$ cat src/rtl/alu_arbiter.sv
// alu_arbiter: two-port round-robin sequencer for the shared 8-bit ALU; define ALU_ARB_FLAGS_EN for zero/carry flags
module alu_arbiter (
  input  logic       clk,
  input  logic       rst_n,
  input  logic       req0_valid,
  output logic       req0_ready,
  input  logic [2:0] req0_op,
  input  logic [7:0] req0_a,
  input  logic [7:0] req0_b,
  input  logic       req1_valid,
  output logic       req1_ready,
  input  logic [2:0] req1_op,
  input  logic [7:0] req1_a,
  input  logic [7:0] req1_b,
  output logic       rsp_valid,
  input  logic       rsp_ready,
  output logic       rsp_id,
  output logic [7:0] rsp_data,
  output logic       rsp_zero,
  output logic       rsp_carry
);
  typedef enum logic [1:0] {IDLE, EXEC, RESP} state_t;
  state_t     state;
  logic       last;
  logic       id;
  logic [2:0] op;
  logic [7:0] a;
  logic [7:0] b;
  logic [7:0] res;
  logic       open;
  logic       take;
  // a new request may be taken when idle or when the pending response drains this cycle
  always_comb begin
    open       = rst_n & ((state == IDLE) | ((state == RESP) & rsp_ready));
    req0_ready = open & req0_valid & (~req1_valid | last);
    req1_ready = open & req1_valid & (~req0_valid | ~last);
    take       = req0_ready | req1_ready;
  end
  // ALU function on the latched operands
  always_comb begin
    res = a + b;
    case (op)
      3'd1: res = {a[6:0], 1'b0};
      3'd2: res = {1'b0, a[7:1]};
      3'd3: res = a & b;
      3'd4: res = a | b;
      3'd5: res = a ^ b;
      3'd6: res = ~(a & b);
      3'd7: res = (a >= b) ? 8'hFF : 8'h00;
      default: res = a + b;
    endcase
  end
`ifdef ALU_ARB_FLAGS_EN
  logic [8:0] sum;
  logic       cy;
  // carry out of add, or the bit shifted out by shl/shr
  always_comb begin
    sum = {1'b0, a} + {1'b0, b};
    cy  = (op == 3'd0) ? sum[8] : (op == 3'd1) ? a[7] : (op == 3'd2) ? a[0] : 1'b0;
  end
`else
  assign rsp_zero  = 1'b0;
  assign rsp_carry = 1'b0;
`endif
  // sequencer: later assignments override, so an accept in RESP goes straight to EXEC
  always_ff @(posedge clk) begin
    if (!rst_n) begin
      state     <= IDLE;
      last      <= 1'b1;
      rsp_valid <= 1'b0;
      rsp_id    <= 1'b0;
      rsp_data  <= 8'h00;
`ifdef ALU_ARB_FLAGS_EN
      rsp_zero  <= 1'b0;
      rsp_carry <= 1'b0;
`endif
    end else begin
      if (state == EXEC) begin
        rsp_valid <= 1'b1;
        rsp_id    <= id;
        rsp_data  <= res;
`ifdef ALU_ARB_FLAGS_EN
        rsp_zero  <= (res == 8'h00);
        rsp_carry <= cy;
`endif
        state     <= RESP;
      end
      if ((state == RESP) && rsp_ready) begin
        rsp_valid <= 1'b0;
        state     <= IDLE;
      end
      if (take) begin
        op    <= req1_ready ? req1_op : req0_op;
        a     <= req1_ready ? req1_a : req0_a;
        b     <= req1_ready ? req1_b : req0_b;
        id    <= req1_ready;
        last  <= req1_ready;
        state <= EXEC;
      end
    end
  end
endmodule

$ cat config.mk
export PLATFORM = sky130hd
export DESIGN_NAME = alu_arbiter
export DESIGN_NICKNAME = d
export VERILOG_FILES = /design/src/rtl/alu_arbiter.sv
export SDC_FILE = /design/constraint.sdc
export NUM_CORES = 1
export LEC_CHECK = 0
export ABC_AREA = 1
export BUFFER_PORTS_ARGS = -buffer_cell sky130_fd_sc_hd__buf_2
export CORE_AREA = 2 2 71 73
export CTS_CLUSTER_SIZE = 25
export DETAILED_ROUTE_END_ITERATION = 10
export DIE_AREA = 0 0 73 75
export GPL_TIMING_DRIVEN = 0
export PLACE_DENSITY = 0.79
export SYNTH_ARGS = -nofsm -noshare
export SYNTH_HDL_FRONTEND = slang
export SYNTH_SLANG_ARGS = --single-unit
$ cat constraint.sdc
create_clock -name clk -period 2.95 [get_ports clk]
set_input_delay 0.885 -clock clk [delete_from_list [all_inputs] [get_ports clk]]
set_output_delay 0.885 -clock clk [all_outputs]
set_load 0.05 [all_outputs]
; Word level (Yosys, flattened, before mapping)
; Cells that the tools add are included.
[classes]
mux = 8
bitwise_logic = 18
eq_ne = 9
magnitude_cmp = 1
n_reduce_logical = 6
addsub = 1
[op_table]
columns = op, n
row1 = $pmux W8 S7, 1
row2 = $mux W8, 3
row3 = $eq A3 B3 Y1 const B, 4
row4 = $add A8 B8 Y8, 1
row5 = $and A8 B8 Y8, 1
row6 = $ge A8 B8 Y1, 1
row7 = $not A8 Y8, 1
row8 = $or A8 B8 Y8, 1
row9 = $xor A8 B8 Y8, 1
row10 = $and A1 B1 Y1, 6
row11 = $eq A3 B2 Y1 const B, 2
row12 = $not A1 Y1, 4
row13 = $or A1 B1 Y1, 4
row14 = $eq A3 B1 Y1 const B, 1
row15 = $mux W1, 3
row16 = $mux W3, 1
row17 = $reduce_bool A3 Y1, 1
row18 = $reduce_or A3 Y1, 1
row19 = $eq A2 B1 Y1 const B, 1
row20 = $eq A2 B2 Y1 const B, 1
row21 = $logic_not A2 Y1, 1
row22 = $reduce_and A2 Y1, 1
row23 = $reduce_or A2 Y1, 1
row24 = $logic_and A1 B1 Y1, 1
[totals]
inputBits = 43
wordCells = 53
output_inout_bits = 14
ff_bits = 33

; Depth between registers and ports, before layout
[depth]
word_depth = 8
depth_mapped = 13
ltp_nobuf = 13

; Worst setup path before layout
; No wires, ideal clock.
[synth_timing]
path_kind = input-to-reg
from = input port rst_n
to = register a[0] (enable)
arrival_time_ns = 2.506
setup_time_ns = 0.377
path_buffers = 1
stages = 5
t_required_ns = 2.573
path_slack_ns = 0.067
path_cell_list = clkbuf_1 nand2_1 nor2_1 inv_1 nand2_1
[synth_between]
elab_chain_cells = 5
word_cells_on_any_way = 7
[synth_lines]
columns = item, line_no
row1 = "start, declared", 4  ; input logic rst_n,
row2 = $and A1 B1 Y1, 34  ; open = rst_n & ((state == IDLE) | ((state == RESP) & rsp_ready));
row3 = $and A1 B1 Y1 (2 in a row), 35  ; req0_ready = open & req0_valid & (~req1_valid | last);
row4 = named net req0_ready, 6  ; output logic req0_ready,
row5 = $or A1 B1 Y1, 37  ; take = req0_ready | req1_ready;
row6 = $reduce_and A2 Y1 (no source line), n/a
row7 = "end signal, assigned", 94  ; a <= req1_ready ? req1_a : req0_a;
row8 = "end, declared", 27  ; logic [7:0] a;
; The timed path passes the listed nets, and every way through them passes these cells.
; A chain may end at the register's enable or synchronous reset.

; Worst setup path in the final report
[layout_timing]
from = input port req1_valid
to = output port req1_ready
[layout_between]
elab_chain_cells = 2
[layout_lines]
columns = item, line_no
row1 = "start, declared", 10  ; input logic req1_valid,
row2 = $and A1 B1 Y1 (2 in a row), 36  ; req1_ready = open & req1_valid & (~req0_valid | ~last);
row3 = "end, declared", 11  ; output logic req1_ready,
; Every way passes these cells.

==> results.tsv <==
stage	metric	value	unit
pwr	finalPower	1370	uW
synthesis	synthCells	366	
sta	tightest_slew	0.865	ns
worst_setup_path	crit_type	input port to output pin	
status	status	completed	
clocking	ctsRootBufferMaster	clkbuf_8	
place	placed_cell_area	2850	um2
global_route	grt_pass1_wl	10.3	mm
synthesis	synth_seq_cells	33	
sta	slew_headroom	42.2	%
global_route	gr-total-overflow	0	
synthesis	synth_area_leaders	edfxtp_1 24%, nand2_1 19%, ha_1 12%	
synthesis	synth_ff_type	edfxtp_1	
worst_setup_path	critPathBufInv	5	
pwr	peakVddDrop	0.235	mV
cells_and_area	nNetsFinal	496	
synthesis	ys_seq_area_share	34.3	%
clocking	clkTransAtPathRegs	0.07	ns
synthesis	synth_area_leader_cell	edfxtp_1	
synthesis	synth.distinct_cells	31	
global_route	grt_max_degree	21	
drt	vias_per_cell	5.06	
pwr	cellPowerDensity	466	nW/um2
drt	wl_per_cell	12.7	um
clocking	cts.sinks	33	
floorplanning	floorplan.die_area	5480	um2
floorplanning	die_w	73	um
global_route	grt_usage	24.7	%
clocking	cts_buffers	5	
drt	num_vias	2446	
global_route	antenna_found_initial	0	
place	gp_congestion	0.916	
run	cap_violations	0	
sta	fin_ws	0.0843	ns
worst_setup_path	crit_path_max_fanout	11	
worst_setup_path	crit_slowest_cell	buf_4	
drt	firstDrtPassIters	4	
cells_and_area	syn2layout_area_growth	17.3	%
clocking	insertion_delay	0.28	ns
sta	rsz0062_at_grt	no	
pwr	p_leak	0.00163	uW
sta	final_hold_viol_count	0	
drt	final_antenna_net_count	0	
drt	dr.first_iter.drc_count	167	
floorplanning	num_rows	25	
drt	drc_errors	0	
clocking	h-tree-depth	2	
sta	timing.final.crit_share	97.1	%
clocking	cts_tree	built	
worst_setup_path	cp_slowest_stage_delay	0.22	ns
clocking	cts_max_path_buffers	2	
synthesis	synth_edf_count	20	
worst_setup_path	endpoint_kind	output pin	
floorplanning	initial_core_util	53.9	%
sta	report.final.setup_viol	0	
place	dp_hpwl	4.74	mm
place	pre_cts_slack	-0.0749	ns
min_path	hp-class	flop to flop	
cells_and_area	mostFrequentLayoutCell	nand2_1	
cells_and_area	fin_util	63.2	%
synthesis	synth_async_sr_flop_share	0	%
place	io_buffers	53	
floorplanning	die_h	75	um
sta	skew	0.00665	ns
global_route	grt_pass1_vias	2268	
floorplanning	core	4660	um2
drt	drt_wl_total	6.14	mm
synthesis	synth_top_area_share	23.9	%
sta	report.final.slew_viol_count	0	
floorplanning	boundaryPins	57	
cells_and_area	n_antenna_cell	0	
synthesis	avgSynthCellArea	6.86	um2
cells_and_area	final_cell_mix	124 x nand2_1, 57 x buf_2, 51 x inv_1	
cells_and_area	stdcell_area	2950	um2
cells_and_area	nFillCells	437	
synthesis	yosysWarningCount	0	
worst_setup_path	cp_cell_sequence	buf_2 -> inv_1 -> o21ai_0 -> nand4_1 -> inv_1 -> buf_4 -> buf_4	
worst_setup_path	required	2.07	ns
sta	max_freq	0.349	GHz
cells_and_area	final-seq-area	861	um2
worst_setup_path	crit_family	buffers and inverters	
cells_and_area	drive_gt1_share	18.4	%
cells_and_area	multi_input_area	1380	um2
sta	period_needed	2.87	ns
synthesis	netlist_area	2510	um2
worst_setup_path	worst_setup_path_start_kind	input port	
worst_setup_path	arrival	1.98	ns
==> synth_stat cells (2+ instances only) <==
cell        n
nand3_1    17
clkbuf_1    3
buf_2       6
o21ai_1     2
buf_4       3
ha_1       24
o22ai_1     4
nor3_1      3
nand3_2     3
o21ai_0    18
dfxtp_1    13
a21oi_1    11
inv_2       3
edfxtp_1   20
nand4_1    11
inv_1      51
nand2_1   124
nor2_1     37
==> through the flow <==
step / hold WS (ns) / std cells / setup TNS (ns)
global placement: 0.450 / 474 / -0.0215
detailed placement: 0.450 / 474 / -1.18
finish: 0.463 / 483 / 0
global route: 0.483 / 483 / 0
floorplan: 0.429 / 367 / 0
CTS: 0.466 / 482 / 0
==> tightest hold or removal path, stage by stage (launching register included) <==
cell	delay [ns]
dfxtp_1	0.31
nand2_1	0.06
a21oi_1	0.05
==> repair_timing <==
item	4_1_cts	5_1_grt
endpoints found under the hold margin	0	0
pin swaps	0	1
gates resized for setup	2	0
buffers inserted	0	1
hold buffers	0	0
endpoints found under the setup margin	1	1
==> flip-flops by register name, indices dropped and copies added (netlist names) <==
name	cells
a	8
b	8
rsp_data	8
op	3
state	2
id	1
last	1
rsp_id	1
rsp_valid	1
==> power breakdown <==
group,total [uW],switching [uW],internal [uW]
clock,344,181,164
sequential,570,28.4,542
combinational,458,306,152
==> cell type report <==
class                   instances  area share, %
plain buffers                  12           2.25
clock buffers                   5           2.34
clock inverters                 3          0.552
inverters                      55           7.09
multi-input cells             267           46.9
flip-flops and latches         33           29.2
well taps                      54           2.29
repair buffers                 54           9.34
==> logic make-up after synthesis <==
logic type      Yosys count  share of synthesized area (%)
compound gates           40                           8.67
buf+inv                  67                           10.9
fa+ha+maj                25                           12.7
xor+xnor                  1                          0.349
other cells               1                          0.149
simple gates            199                           33.0
flops                    33                           34.3
==> per-layer routing <==
metal	wire length (um)	vias up	global-route usage [%]
li1	-	1280	-
met1	2890	1086	32.8
met2	2870	74	42.5
met3	279	6	3.21
met4	91	0	6.38
met5	0	-	0
==> path summary, 6_finish.rpt <==
kind	from	endpoint	slack [ns]	cells after the start
setup reg to reg	state[0]	a[3]	0.57	6
hold / removal	rsp_data[4]	rsp_data[4]	0.46	2
setup / recovery	req1_valid	req1_ready	0.08	7
hold reg to reg	rsp_data[4]	rsp_data[4]	0.46	2
Power figures use the tool's default switching activity.
